File: config.mk
export PLATFORM = sky130hd
export DESIGN_NAME = cp_outbuf_rdctrl_flat
export DESIGN_NICKNAME = d
export VERILOG_FILES = /design/src/rtl/cp_outbuf_rdctrl_if.sv /design/src/rtl/cp_outbuf_rdctrl.sv /design/src/flat_wrapper.sv
export SDC_FILE = /design/constraint.sdc
export NUM_CORES = 1
export LEC_CHECK = 0
export BUFFER_PORTS_ARGS = -buffer_cell sky130_fd_sc_hd__buf_2
export CORE_ASPECT_RATIO = 0.9
export CORE_MARGIN = 2
export CORE_UTILIZATION = 30
export DETAILED_ROUTE_END_ITERATION = 6
export PLACE_DENSITY = 0.57
export SKIP_CTS_REPAIR_TIMING = 1
export SYNTH_ARGS = -nofsm -noshare
export SYNTH_HDL_FRONTEND = slang
export SYNTH_SLANG_ARGS = --single-unit
File: constraint.sdc
create_clock -name iClk -period 5.7 [get_ports iClk]
set_input_delay 0 -clock iClk [delete_from_list [all_inputs] [get_ports iClk]]
set_output_delay 0 -clock iClk [all_outputs]
set_load 0.02 [all_outputs]
File: src/rtl/cp_outbuf_rdctrl_if.sv
// ---------------------------------------------------------------------------
// cp_outbuf_rdctrl_if
// Bundles the signals of the CP output-buffer read controller:
//   control : iStart, iAbort, iStAddr[6:0], iBlkCnt[7:0], oBusy, oDone
//   buffer  : oRdEn_OutBuf, oRdAddr_OutBuf[8:0], iRdDt_OutBuf[31:0]
//   stream  : oDt[31:0], oDtVld, iDtRdy
// The slave modport is the controller's view; master is the view of the
// logic that drives it (sequencer, output buffer and stream sink together).
// ---------------------------------------------------------------------------
interface cp_outbuf_rdctrl_if;
    logic        iStart;
    logic        iAbort;
    logic [6:0]  iStAddr;
    logic [7:0]  iBlkCnt;
    logic        oRdEn_OutBuf;
    logic [8:0]  oRdAddr_OutBuf;
    logic [31:0] iRdDt_OutBuf;
    logic [31:0] oDt;
    logic        oDtVld;
    logic        iDtRdy;
    logic        oBusy;
    logic        oDone;

    modport slave (
        input  iStart, iAbort, iStAddr, iBlkCnt, iRdDt_OutBuf, iDtRdy,
        output oRdEn_OutBuf, oRdAddr_OutBuf, oDt, oDtVld, oBusy, oDone
    );

    modport master (
        output iStart, iAbort, iStAddr, iBlkCnt, iRdDt_OutBuf, iDtRdy,
        input  oRdEn_OutBuf, oRdAddr_OutBuf, oDt, oDtVld, oBusy, oDone
    );
endinterface

File: src/rtl/cp_outbuf_rdctrl.sv
// ---------------------------------------------------------------------------
// cp_outbuf_rdctrl
// Drains a range of 128-bit blocks out of the CP output buffer through its
// 32-bit read port and streams the words downstream with a valid/ready
// handshake. A small output FIFO absorbs the one-cycle read latency; reads
// are only issued when a FIFO slot is guaranteed, so the FIFO cannot
// overflow under any amount of backpressure.
//
// Ports
//   iClk   : clock, all state updates on rising edge
//   iRst   : synchronous active-high reset
//   bus    : cp_outbuf_rdctrl_if.slave
//     iStart/iAbort       start a drain / abandon the current drain
//     iStAddr/iBlkCnt     first block index and number of blocks (0..128)
//     oRdEn_OutBuf        read strobe, oRdAddr_OutBuf = {block, lane}
//     iRdDt_OutBuf        read data, valid one cycle after the strobe
//     oDt/oDtVld/iDtRdy   output word stream (FIFO head)
//     oBusy/oDone         activity flag / one-cycle completion pulse
// Parameter
//   P_FIFO_DEPTH : output FIFO entries, 2..4
// ---------------------------------------------------------------------------
module cp_outbuf_rdctrl #(
    parameter int P_FIFO_DEPTH = 2
) (
    input  logic                 iClk,
    input  logic                 iRst,
    cp_outbuf_rdctrl_if.slave    bus
);

    typedef enum logic [1:0] {
        IDLE  = 2'd0,
        RUN   = 2'd1,
        DRAIN = 2'd2,
        DONE  = 2'd3
    } state_t;

    state_t      state;
    state_t      stateNxt;

    logic [8:0]  wordAddr;     // next 32-bit word to read
    logic [9:0]  remCnt;       // words still to be read (up to 512)
    logic        rdVld_p1;     // a read was issued last cycle; data is on iRdDt_OutBuf now

    // Storage is sized for the largest legal depth; only P_FIFO_DEPTH
    // entries are ever addressed.
    logic [31:0] fifoMem [4];
    logic [1:0]  wrPtr;
    logic [1:0]  rdPtr;
    logic [2:0]  fifoCnt;

    logic        startOk;
    logic        abortRun;
    logic        popNow;
    logic        push;
    logic [3:0]  occ;
    logic        creditOk;
    logic        issue;
    logic        lastIssue;
    logic        lastPop;
    logic        dtVld;
    logic        busyC;
    logic        doneC;

    // Circular pointer advance for a depth that need not be a power of two.
    function automatic logic [1:0] ptrInc(input logic [1:0] p);
        ptrInc = (p == 2'(P_FIFO_DEPTH - 1)) ? 2'd0 : p + 2'd1;
    endfunction

    assign startOk  = (state == IDLE) && bus.iStart && !bus.iAbort;
    assign abortRun = ((state == RUN) || (state == DRAIN)) && bus.iAbort;

    assign dtVld    = (fifoCnt != 3'd0);
    assign popNow   = dtVld && bus.iDtRdy;

    // Returning data is only kept if the drain it belongs to is still alive.
    assign push     = rdVld_p1 && !abortRun;

    // Slots that will be taken after this edge if no new read is issued:
    // current entries plus the word in flight, minus the one leaving now.
    // A pop implies fifoCnt >= 1, so this never underflows.
    assign occ      = {1'b0, fifoCnt} + {3'b000, rdVld_p1} - {3'b000, popNow};
    assign creditOk = (occ < 4'(P_FIFO_DEPTH));

    assign issue     = (state == RUN) && !bus.iAbort && (remCnt != 10'd0) && creditOk;
    assign lastIssue = issue && (remCnt == 10'd1);

    // The final word leaves with nothing behind it in the FIFO or in flight.
    assign lastPop   = popNow && (fifoCnt == 3'd1) && !rdVld_p1;

    // ---- FSM state register ----
    always_ff @(posedge iClk) begin
        if (iRst) begin
            state <= IDLE;
        end else begin
            state <= stateNxt;
        end
    end

    // ---- FSM next state and status outputs ----
    always_comb begin
        stateNxt = state;
        busyC    = 1'b0;
        doneC    = 1'b0;
        case (state)
            IDLE: begin
                if (startOk) begin
                    stateNxt = (bus.iBlkCnt == 8'd0) ? DONE : RUN;
                end
            end
            RUN: begin
                busyC = 1'b1;
                if (bus.iAbort) begin
                    stateNxt = IDLE;
                end else if (lastIssue) begin
                    stateNxt = DRAIN;
                end
            end
            DRAIN: begin
                busyC = 1'b1;
                if (bus.iAbort) begin
                    stateNxt = IDLE;
                end else if (lastPop) begin
                    stateNxt = DONE;
                end
            end
            DONE: begin
                // Abort has no effect here; the pulse always completes.
                busyC    = 1'b1;
                doneC    = 1'b1;
                stateNxt = IDLE;
            end
            default: begin
                stateNxt = IDLE;
            end
        endcase
    end

    // ---- read issue: address, remaining count, in-flight flag ----
    always_ff @(posedge iClk) begin
        if (iRst) begin
            wordAddr <= 9'd0;
            remCnt   <= 10'd0;
            rdVld_p1 <= 1'b0;
        end else begin
            rdVld_p1 <= issue;
            if (startOk && (bus.iBlkCnt != 8'd0)) begin
                wordAddr <= {bus.iStAddr, 2'b00};
                remCnt   <= {bus.iBlkCnt, 2'b00};
            end else if (abortRun) begin
                remCnt   <= 10'd0;
            end else if (issue) begin
                // 9-bit address wraps 511 -> 0 on its own.
                wordAddr <= wordAddr + 9'd1;
                remCnt   <= remCnt - 10'd1;
            end
        end
    end

    // ---- output FIFO control ----
    always_ff @(posedge iClk) begin
        if (iRst || abortRun) begin
            wrPtr   <= 2'd0;
            rdPtr   <= 2'd0;
            fifoCnt <= 3'd0;
        end else begin
            if (push) begin
                wrPtr <= ptrInc(wrPtr);
            end
            if (popNow) begin
                rdPtr <= ptrInc(rdPtr);
            end
            fifoCnt <= fifoCnt + {2'b00, push} - {2'b00, popNow};
        end
    end

    // ---- output FIFO storage (data only, not reset) ----
    always_ff @(posedge iClk) begin
        if (push) begin
            fifoMem[wrPtr] <= bus.iRdDt_OutBuf;
        end
    end

    // ---- outputs ----
    assign bus.oRdEn_OutBuf   = issue;
    assign bus.oRdAddr_OutBuf = wordAddr;
    // The head is forced to zero when empty so stale storage never shows.
    assign bus.oDt            = dtVld ? fifoMem[rdPtr] : 32'd0;
    assign bus.oDtVld         = dtVld;
    assign bus.oBusy          = busyC;
    assign bus.oDone          = doneC;

endmodule

File: src/flat_wrapper.sv
// flat-port wrapper written by rule: the top's interface ports become plain ports
module cp_outbuf_rdctrl_flat 
#(
    parameter int P_FIFO_DEPTH = 2
)
  (iClk, iRst, bus_iStart, bus_iAbort, bus_iStAddr, bus_iBlkCnt, bus_iRdDt_OutBuf, bus_iDtRdy, bus_oRdEn_OutBuf, bus_oRdAddr_OutBuf, bus_oDt, bus_oDtVld, bus_oBusy, bus_oDone);
  cp_outbuf_rdctrl_if bus_i ();
  input  logic iClk;
  input  logic iRst;
  input wire logic [$bits(bus_i.iStart)-1:0] bus_iStart;
  input wire logic [$bits(bus_i.iAbort)-1:0] bus_iAbort;
  input wire logic [$bits(bus_i.iStAddr)-1:0] bus_iStAddr;
  input wire logic [$bits(bus_i.iBlkCnt)-1:0] bus_iBlkCnt;
  input wire logic [$bits(bus_i.iRdDt_OutBuf)-1:0] bus_iRdDt_OutBuf;
  input wire logic [$bits(bus_i.iDtRdy)-1:0] bus_iDtRdy;
  output wire logic [$bits(bus_i.oRdEn_OutBuf)-1:0] bus_oRdEn_OutBuf;
  output wire logic [$bits(bus_i.oRdAddr_OutBuf)-1:0] bus_oRdAddr_OutBuf;
  output wire logic [$bits(bus_i.oDt)-1:0] bus_oDt;
  output wire logic [$bits(bus_i.oDtVld)-1:0] bus_oDtVld;
  output wire logic [$bits(bus_i.oBusy)-1:0] bus_oBusy;
  output wire logic [$bits(bus_i.oDone)-1:0] bus_oDone;
  assign bus_i.iStart = bus_iStart;
  assign bus_i.iAbort = bus_iAbort;
  assign bus_i.iStAddr = bus_iStAddr;
  assign bus_i.iBlkCnt = bus_iBlkCnt;
  assign bus_i.iRdDt_OutBuf = bus_iRdDt_OutBuf;
  assign bus_i.iDtRdy = bus_iDtRdy;
  assign bus_oRdEn_OutBuf = bus_i.oRdEn_OutBuf;
  assign bus_oRdAddr_OutBuf = bus_i.oRdAddr_OutBuf;
  assign bus_oDt = bus_i.oDt;
  assign bus_oDtVld = bus_i.oDtVld;
  assign bus_oBusy = bus_i.oBusy;
  assign bus_oDone = bus_i.oDone;
  cp_outbuf_rdctrl #(.P_FIFO_DEPTH(P_FIFO_DEPTH)) u_core (.iClk(iClk), .iRst(iRst), .bus(bus_i));
endmodule
* Word level (Yosys, flattened, before mapping) *
Memories as Yosys holds them, arrays and structs flattened. A register that Yosys moved wholly into a read port is not among the register bits.
Index checks and enable logic that the tools add are counted.

storage, ports and cells
  flip-flop bits (word level) = 29
  bits in writable memories = 128
  input bits = 52
  logic and storage cells = 83
  memories = 1

cells by class
  add/sub/neg operators = 8
  order comparisons = 1
  equality and inequality tests = 11
  muxes and demuxes = 22
  bitwise operators = 1
  reduce and logical (&&, ||, !) cells = 30

memory list
  name            depth  bits a word  read ports  clocked after memory_dff  write ports  line                    text
  u_core.fifoMem  4      32           1           1                         1            cp_outbuf_rdctrl.sv:46  logic [31:0] fifoMem [4];

operators by type and width
  kind                   count
  $mux 32                1
  $mux 10                3
  $mux 9                 3
  $mux 2                 10
  $logic_and 1x1->1      12
  $eq 10x1->1 const B    1
  $reduce_bool 10->1     1
  $sub 10x1->10 const B  1
  $add 9x1->9 const B    1
  $logic_not 8->1        1
  $pmux 2 s4             1
  $reduce_bool 8->1      1
  $eq 2x1->1 const B     3
  $ne 3x2->1 const B     2
  $reduce_bool 3->1      2
  $reduce_or 3->1        2
  $add 2x1->2 const B    2
  $add 3x1->4            1
  $eq 2x2->1 const B     2
  $lt 4x2->1 const B     1
  $mux 1                 4
  $reduce_and 2->1       2
  $sub 4x1->4            1
  $add 3x1->3            1
  11 further kinds       14

* Depth between registers and ports, before layout *
Gate-level depths: netlist (run 1).

  depth in word-level cells = 9
  gate-level depth with buffers = 13
  gate-level depth less buffers = 11

* Worst setup path after synthesis (run 1) *
Ideal clock, no wire load.

  path type = reg-to-reg
  from = register u_core.state[0]
  to = memory u_core.fifoMem[2][0], enable pin
  setup time = 0.468 ns
  data arrival time = 3.394 ns
  setup slack = 1.838 ns
  stages on the path, launching flop included = 6
  buffers on the path = 0
  period minus slack after synthesis = 3.862 ns
  cells stage by stage = dfxtp_1 > inv_1 > ha_1 > nand2_1 > nand2_1 > nor3b_1

on the way
  longest elaborated chain between the ends = 7
  elaborated cells between the ends (all ways) = 8

ends and longest elaborated chain
  what                                      line                     text
  start: declaration                        cp_outbuf_rdctrl.sv:37   state_t state;
  start signal: assignment                  cp_outbuf_rdctrl.sv:95   state <= stateNxt;
  $eq 2x1->1 or $eq 2x2->1 (tied branches)  cp_outbuf_rdctrl.sv:70   assign abortRun = ((state == RUN) || (state == DRAIN)) && bus.iAbort;
  $logic_or 1x1->1 *                        cp_outbuf_rdctrl.sv:70
  $logic_and 1x1->1 *                       cp_outbuf_rdctrl.sv:70
  $logic_not 1->1 *                         cp_outbuf_rdctrl.sv:76   assign push = rdVld_p1 && !abortRun;
  $logic_and 1x1->1 *                       cp_outbuf_rdctrl.sv:76
  $mux 1 *                                  cp_outbuf_rdctrl.sv:178  if (push) begin
  $mux 1 (not written as such) *            cp_outbuf_rdctrl.sv:179  fifoMem[wrPtr] <= bus.iRdDt_OutBuf;
  end: declaration                          cp_outbuf_rdctrl.sv:46

Mark *: on every way between the ends. The rest lies on a longest branch, timed or not.

* Final worst setup path (run 1) *
  from = register u_core.fifoCnt[1]
  to = register u_core.remCnt[3]

on the way
  longest elaborated chain between the ends = 6
  elaborated cells between the ends (all ways) = 7

ends and longest elaborated chain
  what                                                 line                     text
  start: declaration                                   cp_outbuf_rdctrl.sv:49   logic [2:0] fifoCnt;
  start signal: assignment                             cp_outbuf_rdctrl.sv:172  fifoCnt <= fifoCnt + {2'b00, push} - {2'b00, popNow};
  branches (longest 2 deep; another with $add 3x1->4)  -
  $sub 4x1->4 *                                        cp_outbuf_rdctrl.sv:81   assign occ = {1'b0, fifoCnt} + {3'b000, rdVld_p1} - {3'b000, popNow};
  $lt 4x2->1 *                                         cp_outbuf_rdctrl.sv:82   assign creditOk = (occ < 4'(P_FIFO_DEPTH));
  $logic_and 1x1->1 *                                  cp_outbuf_rdctrl.sv:84   assign issue = (state == RUN) && !bus.iAbort && (remCnt != 10'd0) && creditOk;
  $reduce_bool 3->1 (no line) *                        -
  end signal: assignment                               cp_outbuf_rdctrl.sv:148  remCnt <= {bus.iBlkCnt, 2'b00};
  end signal: assignment                               cp_outbuf_rdctrl.sv:154  remCnt <= remCnt - 10'd1;
  end: declaration                                     cp_outbuf_rdctrl.sv:41   logic [9:0] remCnt;

Mark *: on every way between the ends.
A chain may end at the register's enable or synchronous reset.

==> results of run 1 <==
-- worst max-delay path, delay by kind of cell (launching register included) --
| kind | cells | cell delay [ns] |
|---|---|---|
| DFF | 1 | 0.42 |
| and+or+nand+nor | 5 | 1.26 |
| buffers and inverters | 4 | 1.25 |
| xor gates and xnor gates | 1 | 0.18 |
| AOI/OAI and AO/OA | 2 | 0.33 |
| muxes | 1 | 0.12 |
| adders and majority gates | 1 | 0.41 |
-- kinds of logic (layout without fill, tap and decap cells) --
logic type | Yosys count | after routing
AO/OA/AOI/OAI | 36 | 36
buffers and inverters | 26 | 196
XOR/XNOR | 19 | 19
multiplexers | 34 | 34
flip-flops | 159 | 159
AND/OR/NAND/NOR | 136 | 136
adder cells (fa/ha/maj) | 13 | 13
-- stage by stage --
| step | instance area, um2 | utilization | power [W] | setup slack, ns | hold slack (ns) |
|---|---|---|---|---|---|
| 2_1_floorplan | 6650 | - | 0.002111 | 1.838 | 0.09887 |
| 4_1_cts | 8071 | 0.3720 | 0.003536 | 1.959 | -0.2500 |
| 5_1_grt | 8582 | 0.3956 | 0.003719 | 1.295 | 0.02639 |
| 3_5_place_dp | 7490 | 0.3452 | 0.002414 | 2.192 | 0.2065 |
| 6_report | 8582 | 0.3956 | 0.003529 | 1.687 | 0.004621 |
| 3_3_place_gp | 7490 | 0.3452 | 0.002385 | 2.348 | 0.1939 |
-- cell usage in the layout, fill, tap and decap left out, types with 2 or more instances in the layout --
cell type      synthesis  routed
nand2b_1               6       6
edfxtp_1             128     128
a31oi_1                3       3
clkbuf_16              0      17
buf_2                  3      96
a211oi_1               4       4
xor2_1                 7       7
nand2_1               24      24
ha_1                  11      11
nand3_1                7       7
o21ai_0                9       9
mux4_2                32      32
clkinv_1               0       2
and2_1                34      34
nor3_1                13      12
mux2i_1                2       2
or4_1                  2       2
a22oi_1                2       2
nor2_1                24      23
and3_1                 3       2
xnor2_1               12      12
nand4_1                4       4
dfxtp_1               31      29
inv_1                 11      11
dlygate4sd3_1          0      51
inv_6                  1       6
buf_4                  0       5
fa_1                   2       2
nor4_1                 7       7
clkinvlp_4             0       2
dfxtp_2                0       2
bufinv_16              0       2
clkinv_2               0       2
a21oi_1                6       6
-- area by class of cell --
type	instances	share of cell area
Sequential cell	159	0.5205
Tap cell	291	0.04243
Clock inverter	15	0.01822
Timing Repair Buffer	152	0.1198
Clock buffer	17	0.04957
Multi-Input combinational cell	238	0.2436
Inverter	12	0.005832
-- how the worst max path moves through the flow --
stage | end | slack [ns] | start | cells after the start
floorplan | u_core.fifoMem[2][0]$_DFFE_PP_ | 1.84 | u_core.state[0]$_SDFFE_PP0P_ | 5
global placement | u_core.remCnt[5]$_SDFFE_PP0P_ | 2.35 | u_core.fifoCnt[1]$_SDFF_PP0_ | 12
detailed placement | u_core.remCnt[5]$_SDFFE_PP0P_ | 2.19 | u_core.fifoCnt[1]$_SDFF_PP0_ | 12
CTS | bus_oRdEn_OutBuf | 1.96 | u_core.fifoCnt[1]$_SDFF_PP0_ | 12
global route | u_core.remCnt[3]$_SDFFE_PP0P_ | 1.29 | u_core.fifoCnt[1]$_SDFF_PP0_ | 14
finish | u_core.remCnt[3]$_SDFFE_PP0P_ | 1.69 | u_core.fifoCnt[1]$_SDFF_PP0_ | 14
-- registers in the layout (all words and copies together) (netlist names), named ones only --
name	cells
u_core.fifoCnt	3
u_core.fifoMem	128
u_core.remCnt	10
u_core.rdPtr	2
u_core.wrPtr	2
u_core.state	2
u_core.bus.oRdAddr_OutBuf	9
u_core.rdVld_p1	1
-- power groups by stage --
stage          sequential (W)  clock [W]  combinational, W
3_3_place_gp          0.00140          0          0.000984
2_1_floorplan         0.00138          0          0.000728
5_1_grt               0.00139    0.00119           0.00114
3_5_place_dp          0.00140          0           0.00101
6_report              0.00138    0.00112           0.00104
4_1_cts               0.00138    0.00114           0.00101
-- per-layer routing --
layer | global-route usage | up-vias
met2 | 0.2073 | 112
met3 | 0.04088 | 19
met4 | 0.04866 | 0
li1 | - | 1946
met1 | 0.1527 | 2080
met5 | 0 | -
==> results.py, run 1 <==
metrics = {
    "synthesis": {
        "ys_seq_area_frac": 0.6713,
        "syn_area_per_cell_um2": 15.72,
        "netlist_instances": 423,
        "synth_top_family_by_area": "multiplexers",
        "synth.distinct_cells": 52,
        "synth_mux_area_frac": 0.1114,
        "synthArstFlopShare": 0,
        "synthTopCellsByArea": "edfxtp_1, mux4_2, dfxtp_1",
        "synth_nets": 488,
        "yosys_warnings": 0,
        "yosys.area_share.simple": 0.1112,
        "synth_xor_area_frac": 0.02502,
        "synth_top_area_frac": 0.5780,
        "synth-compound-area-share": 0.03725,
        "synth.top_cells.by_count": "edfxtp_1, and2_1, mux4_2, dfxtp_1",
        "synth_edf_count": 128,
        "synth_seq_cells": 159,
        "synthAdderAreaFrac": 0.02672,
        "yosys.area.top_type": "edfxtp_1",
        "synth_top_flop_cell": "edfxtp_1",
        "yosysMostFrequentCell": "edfxtp_1",
        "synthesis.area_um2": 6650,
    },
    "worst_setup_path": {
        "worstSetupStartpointType": "flip-flop",
        "cp_max_fo": 36,
        "slowest_stage": "dlygate4sd3_1",
        "reg2reg_from": "u_core.fifoCnt[1]$_SDFF_PP0_",
        "crit_top_cell": "buf_4",
        "r2r.worst_path.cells": 14,
        "crit_chain": "or3_1 > buf_4 > nand2_1 > or2_2 > fa_1 > xor2_1 > nor4_1 > mux2i_1 > buf_4 > or2_1 > inv_6 > a21oi_1 > a211oi_1 > dlygate4sd3_1",
        "r2r_slack_ns": 1.69,
        "critPathRequiredTime_ns": 6.07,
        "worst-setup-path-type": "reg -> reg",
        "r2r_end": "u_core.remCnt[3]$_SDFFE_PP0P_",
        "cp_data_arrival_time_ns": 4.39,
        "critPathCaptureType": "flip-flop",
        "cp_slowest_stage_delay_ns": 0.57,
    },
    "timing": {
        "setup_tns_ns": 0,
        "finClkSkew_ns": 0.01187,
        "finalCriticalPeriod_ns": 4.013,
        "finalSetupViolCount": 0,
        "min_period_over_period": 0.7041,
        "finalMaxSlewViolations": 0,
        "slew_headroom": 0.2424,
        "hold_viol": 0,
        "worstMarginPinSlew_ns": 1.134,
        "rsz0062_at_grt": "false",
        "fmax_mhz": 249.2,
    },
    "detailed_routing": {
        "wire_per_inst_um": 16.44,
        "met1_length_mm": 6.189,
        "ant_nets": 0,
        "wl_mm": 14.53,
        "wl_met2_mm": 7.414,
        "num_vias": 4157,
        "vias_per_cell": 4.702,
        "topRoutingLayerUsed": "met4",
        "dr_wl_met3_um": 709,
        "drc": 0,
        "dr.pass1.iters": 5,
        "first_iter_violations": 353,
    },
    "floorplan": {
        "core_area_um2": 21700,
        "die_area_um2": 23380,
        "die_w_um": 160.9,
        "start_util": 0.3065,
        "die_y_um": 145.2,
        "num_rows": 51,
        "num_io_pins": 97,
    },
    "worst_hold_path": {
        "hp-start": "bus_iAbort",
        "holdPathEnd": "u_core.state[1]$_SDFFE_PP0P_",
        "min_path_cells": 4,
        "min_path_type": "in -> reg",
    },
    "placement": {
        "placed_cells": 801,
        "routabilityCongestion": 0.7977,
        "numPortBuffers": 96,
        "dpl.hpwl_mm": 9.146,
    },
    "power": {
        "seqPwrFrac": 0.390,
        "ir_worst_vdd_mv": 0.1791,
        "p_leak_nw": 3.068,
        "swShare": 0.3213,
        "power_frac_comb": 0.293,
        "powerDensity_nw_per_um2": 411.2,
        "pwr-share-clk": 0.316,
        "p_switching_w": 0.001134,
        "power.internal_w": 0.002395,
    },
    "clock_network": {
        "path_clk_slew_ns": 0.07,
        "htree_num_levels": 4,
        "cts_sinks": 159,
        "clk_latency_ns": 0.43,
        "cts_made_buffers": 17,
        "cts-root-buf": "clkbuf_16",
        "max-clock-path-buffers": 2,
        "cts_tree": "built",
    },
    "grt": {
        "grt_pass1_vias": 4215,
        "grt_pass1_wl_mm": 22.40,
        "grt_usage": 0.1256,
        "grt_overflow": 0,
        "grt_max_degree": 37,
        "antenna_found_initial": 0,
    },
    "layout": {
        "diodes": 0,
        "stdcell_count": 884,
        "syn_to_final_growth_pct": 29.05,
        "fill_cells": 2010,
        "layout-drive-gt1-share": 0.2985,
        "regArea_um2": 4467,
        "nets": 645,
        "multi_input_area_um2": 2091,
    },
    "job": {
        "max-cap-violations": 0,
    },
    "status": {
        "outcome": "finished clean",
    },
}
No activity file was read; power rests on OpenSTA's default activity.
==> run 2: changes to the inputs <==
Settings changed: PLACE_DENSITY 0.57 to 0.59.
Clock period 5.7 ns to 3.6 ns, I/O delays scaled along.
==> run 2 against run 1 <==
  * Worst hold slack better by 0.12 ns
  * Die area stayed put
  * Worst setup slack worse by 1.3 ns
  * Critical endpoint is now bus_oRdEn_OutBuf
==> results.py, run 2 (same netlist as run 1, synthesis figures left out) <==
metrics = {
    "status": {
        "outcome": "finished clean",
    },
    "timing": {
        "finalSetupViolCount": 0,
        "finalMaxSlewViolations": 0,
        "finClkSkew_ns": 0.01622,
        "slew_headroom": 0.3692,
        "setup_tns_ns": 0,
        "worstMarginPinSlew_ns": 0.9462,
        "fmax_mhz": 307.1,
        "min_period_over_period": 0.9045,
        "hold_viol": 0,
        "rsz0062_at_grt": "false",
        "finalCriticalPeriod_ns": 3.256,
    },
    "detailed_routing": {
        "first_iter_violations": 314,
        "wl_mm": 14.56,
        "drc": 0,
        "wire_per_inst_um": 16.40,
        "vias_per_cell": 4.702,
        "dr.pass1.iters": 4,
        "num_vias": 4175,
        "ant_nets": 0,
    },
    "job": {
        "max-cap-violations": 0,
    },
    "worst_setup_path": {
        "r2r.worst_path.cells": 10,
        "reg2reg_from": "u_core.fifoCnt[1]$_SDFF_PP0_",
        "worst-setup-path-type": "reg -> out",
        "critPathRequiredTime_ns": 3.60,
        "r2r_end": "u_core.remCnt[5]$_SDFFE_PP0P_",
        "critPathCaptureType": "output pin",
        "worstSetupStartpointType": "flip-flop",
        "cp_max_fo": 10,
        "r2r_slack_ns": 0.52,
        "cp_data_arrival_time_ns": 3.26,
        "critPathLaunch": "u_core.fifoCnt[1]$_SDFF_PP0_",
    },
    "worst_hold_path": {
        "holdPathEnd": "u_core.remCnt[6]$_SDFFE_PP0P_",
        "min_path_cells": 5,
        "hp-start": "bus_iStart",
        "min_path_type": "in -> reg",
    },
    "power": {
        "p_leak_nw": 3.087,
        "power_w": 0.005570,
        "ir_worst_vdd_mv": 0.2639,
        "powerDensity_nw_per_um2": 644.3,
    },
    "layout": {
        "diodes": 0,
        "layout-drive-gt1-share": 0.3065,
        "layout_commonest_cell": "edfxtp_1",
        "nets": 649,
        "fill_cells": 2053,
        "final_util": 0.3985,
        "syn_to_final_growth_pct": 30.01,
        "largest_reg_flops": 128,
        "postLayoutCellArea_um2": 8646,
        "final_cell_mix": "edfxtp_1, buf_2, dlygate4sd3_1",
        "largest-register": "u_core.fifoMem",
    },
    "placement": {
        "dpl.hpwl_mm": 9.504,
        "numPortBuffers": 96,
        "routabilityCongestion": 0.8094,
        "placed_cell_area_um2": 7552,
    },
    "grt": {
        "grt_pass1_vias": 4179,
        "antenna_found_initial": 0,
        "grt_pass1_wl_mm": 22.49,
        "grt_overflow": 0,
        "grt_usage": 0.1266,
        "grt_max_degree": 36,
    },
    "floorplan": {
        "die_w_um": 160.9,
        "num_rows": 51,
        "start_util": 0.3065,
        "die_area_um2": 23380,
        "core_area_um2": 21700,
        "num_io_pins": 97,
        "die_y_um": 145.2,
    },
    "clock_network": {
        "cts_sinks": 159,
        "clk_latency_ns": 0.43,
        "cts-root-buf": "clkbuf_16",
        "cts_made_buffers": 17,
        "htree_num_levels": 4,
        "max-clock-path-buffers": 2,
        "cts_tree": "built",
        "path_clk_slew_ns": 0.06,
    },
}
==> run 2: cell count changes in the layout (fill, tap and decap cells not counted), sizes merged <==
| cell | previous run | this run |
|---|---|---|
| buf | 101 | 106 |
| bufinv | 2 | 0 |
| inv | 18 | 20 |
| clkinv | 5 | 6 |
| clkinvlp | 2 | 1 |
| dlygate4sd3 | 51 | 50 |
==> run 2: how the worst max path moves through the flow <==
stage / depth (start not counted) / to / slack, ns
after floorplan: 12 / u_core.remCnt[5]$_SDFFE_PP0P_ / 0.61
after global placement: 10 / u_core.remCnt[5]$_SDFFE_PP0P_ / 0.65
after detailed placement: 11 / u_core.bus.oRdAddr_OutBuf[5]$_SDFFE_PP0P_ / 0.52
after CTS: 10 / bus_oRdEn_OutBuf / 0.33
after global routing: 10 / bus_oRdEn_OutBuf / 0.20
final: 10 / bus_oRdEn_OutBuf / 0.34
==> run 2: power breakdown <==
group / total, W / switching, W / internal, W
Clock: 0.00175 / 0.000815 / 0.000933
Combinational: 0.00164 / 0.000950 / 0.000693
Sequential: 0.00218 / 0.000108 / 0.00207
Total: 0.00557 / 0.00187 / 0.00370
==> run 2: per-layer routing <==
metal  track usage  wire, um  vias up
met2        0.2092      7388      103
met1        0.1601      6506     2110
met4       0.04554       150        0
met3       0.03373       518       10
li1              -         -     1952
met5             0         0        -
==> run 2: cell type report <==
class,instances,area (um2),area share
well taps,291,364.1,0.04211
flip-flops and latches,159,4467,0.5166
inverters,12,50.05,0.005789
clock inverters,15,167.7,0.01939
repair buffers,156,1069,0.1236
multi-input cells,238,2103,0.2433
clock buffers,17,425.4,0.04920
==> run 2: metrics by stage <==
step | std cells | hold WS (ns) | setup WS [ns]
6_report | 888 | 0.1283 | 0.3439
5_1_grt | 888 | 0.1523 | 0.1972
4_1_cts | 838 | -0.2460 | 0.3277
3_5_place_dp | 806 | 0.2045 | 0.5237
3_3_place_gp | 806 | 0.1936 | 0.6468
2_1_floorplan | 423 | 0.09887 | 0.6143
==> run 2: critical path, stage by stage, from the launching register on <==
cell and delay (ns):
dfxtp_1 0.43, or3_1 0.17, nand2_1 0.12, or2_2 0.33
fa_1 0.41, xor2_1 0.19, nor4_1 0.26, mux2i_1 0.20
or2_1 0.39, inv_6 0.15, buf_2 0.19
==> run 3: changes to the inputs <==
Settings changed: PLACE_DENSITY 0.59 to 0.57, SKIP_LAST_GASP set to 1.
Clock period 3.6 ns to 4.2 ns, I/O delays scaled along.
==> run 3 against run 2 <==
  * Sequential cell count stayed put
  * First-iteration DRC count decreased by 12%
  * Global-route usage fell by 0.24 points
  * Power decreased by 15%
  * Non-clock buffer count decreased by 1
  * Final cell count is 0.23% lower
  * Via count barely moved
  * Critical path depth rose by 3
  * Combinational power shrank 16%
  * Worst hold slack lost 0.12 ns
  * Clock power shrank 17%
==> results.py, run 3 (same netlist as run 1, synthesis figures left out) <==
metrics = {
    "status": {
        "outcome": "finished clean",
    },
    "worst_setup_path": {
        "r2r_end": "u_core.remCnt[3]$_SDFFE_PP0P_",
        "critPathTopFamily": "simple AND/OR/NAND/NOR gates",
        "worst-setup-path-type": "reg -> reg",
        "critPathLaunch": "u_core.fifoCnt[1]$_SDFF_PP0_",
        "cp_data_arrival_time_ns": 3.97,
        "crit_chain": "or3_1 > nand2_1 > or2_2 > fa_1 > xor2_1 > nor4_1 > mux2i_1 > buf_4 > or2_1 > inv_6 > a21oi_1 > a211oi_1 > dlygate4sd3_1",
        "reg2reg_from": "u_core.fifoCnt[1]$_SDFF_PP0_",
        "critPathRequiredTime_ns": 4.56,
        "r2r_slack_ns": 0.59,
        "cp_slowest_stage_delay_ns": 0.57,
        "critPathCaptureType": "flip-flop",
        "cp.buffers_inverters": 3,
        "worstSetupStartpointType": "flip-flop",
        "slowest_stage": "dlygate4sd3_1",
        "cp_max_fo": 16,
        "r2r.worst_path.cells": 13,
    },
    "floorplan": {
        "core_area_um2": 21700,
        "num_io_pins": 97,
        "die_y_um": 145.2,
        "num_rows": 51,
        "die_w_um": 160.9,
        "die_area_um2": 23380,
        "start_util": 0.3065,
    },
    "placement": {
        "dpl.hpwl_mm": 9.128,
        "dp_slack_ns": 1.144,
        "placed_cell_area_um2": 7512,
        "numPortBuffers": 96,
        "routabilityCongestion": 0.7912,
    },
    "worst_hold_path": {
        "min_path_cells": 4,
        "hp-start": "bus_iAbort",
        "min_path_type": "in -> reg",
        "holdPathEnd": "u_core.state[1]$_SDFFE_PP0P_",
    },
    "power": {
        "swShare": 0.3237,
        "pwr-share-clk": 0.309,
        "power_frac_comb": 0.292,
        "power_w": 0.004722,
        "power.internal_w": 0.003194,
        "seqPwrFrac": 0.400,
        "ir_worst_vdd_mv": 0.2295,
        "p_switching_w": 0.001529,
        "powerDensity_nw_per_um2": 550.3,
        "p_leak_nw": 3.067,
    },
    "detailed_routing": {
        "wire_per_inst_um": 16.33,
        "wl_mm": 14.46,
        "ant_nets": 0,
        "vias_per_cell": 4.709,
        "num_vias": 4172,
        "first_iter_violations": 277,
        "drc": 0,
        "dr.pass1.iters": 4,
    },
    "clock_network": {
        "path_clk_slew_ns": 0.06,
        "clk_latency_ns": 0.42,
        "cts_made_buffers": 17,
        "cts-root-buf": "clkbuf_16",
        "htree_num_levels": 4,
        "cts_sinks": 159,
        "cts_tree": "built",
        "max-clock-path-buffers": 2,
    },
    "grt": {
        "grt_pass1_wl_mm": 22.22,
        "grt_usage": 0.1242,
        "antenna_found_initial": 0,
        "grt_overflow": 0,
        "grt_pass1_vias": 4059,
        "grt_max_degree": 36,
    },
    "timing": {
        "finalCriticalPeriod_ns": 3.607,
        "rsz0062_at_grt": "false",
        "slew_headroom": 0.3555,
        "min_period_over_period": 0.8587,
        "finalMaxSlewViolations": 0,
        "fmax_mhz": 277.3,
        "finalWorstSetupSlack_ns": 0.5933,
        "finClkSkew_ns": 0.009913,
        "worstMarginPinSlew_ns": 0.9667,
        "setup_tns_ns": 0,
        "finalSetupViolCount": 0,
        "hold_viol": 0,
    },
    "layout": {
        "layout_commonest_cell": "edfxtp_1",
        "postLayoutCellArea_um2": 8582,
        "nets": 648,
        "syn_to_final_growth_pct": 29.05,
        "layout-drive-gt1-share": 0.3025,
        "final_cell_mix": "edfxtp_1, buf_2, dlygate4sd3_1",
        "largest_reg_flops": 128,
        "diodes": 0,
        "largest-register": "u_core.fifoMem",
    },
    "job": {
        "max-cap-violations": 0,
    },
}
[run 3: cell count changes in the layout (fill, tap and decap cells not counted), sizes merged, moves of 2 or more]
cell      before  now
buf          106  104
clkinvlp       1    3
inv           20   18
clkinv         6    3
[run 3: how the worst max path moves through the flow]
stage	cells after the start	to
2_1_floorplan	5	u_core.fifoMem[2][0]$_DFFE_PP_
3_3_place_gp	11	u_core.remCnt[5]$_SDFFE_PP0P_
3_5_place_dp	12	u_core.remCnt[3]$_SDFFE_PP0P_
4_1_cts	11	bus_oRdEn_OutBuf
5_1_grt	13	u_core.remCnt[3]$_SDFFE_PP0P_
6_report	13	u_core.remCnt[3]$_SDFFE_PP0P_
[run 3: worst min-delay path: cells and delay by family]
kind                   cells  cell delay (ns)
and+or+nand+nor            1             0.07
AOI/OAI and AO/OA          2             0.19
buffers and inverters      1             0.13
[run 3: final cells by class]
type | instances | area [um2]
Multi-Input combinational cell | 238 | 2091
Timing Repair Buffer | 155 | 1051
Inverter | 12 | 50.05
Fill cell | 2036 | 13110
Sequential cell | 159 | 4467
Clock buffer | 18 | 429.2
Tap cell | 291 | 364.1
Clock inverter | 13 | 130.1
[run 3: per-stage QoR]
| stage | hold WS, ns | utilization | cells |
|---|---|---|---|
| 6_report | 0.01202 | 0.3956 | 886 |
| 5_1_grt | 0.04779 | 0.3956 | 886 |
| 4_1_cts | -0.2396 | 0.3720 | 835 |
| 3_5_place_dp | 0.2029 | 0.3463 | 804 |
| 3_3_place_gp | 0.1915 | 0.3463 | 804 |
| 2_1_floorplan | 0.09887 | - | 423 |
[run 3: routing by layer]
metal	vias to the layer above	track usage	part of all wire
met2	110	0.2039	0.49
met3	20	0.03259	0.047
li1	1953	-	-
met4	0	0.04821	0.015
met5	-	0	0
met1	2089	0.1571	0.44
[run 3: power groups by stage]
stage	Sequential (W)	Combinational (W)	Clock [W]
4_1_cts	0.00189	0.00136	0.00150
5_1_grt	0.00191	0.00152	0.00155
3_3_place_gp	0.00192	0.00133	0
2_1_floorplan	0.00188	0.000989	0
3_5_place_dp	0.00193	0.00135	0
6_report	0.00189	0.00138	0.00146
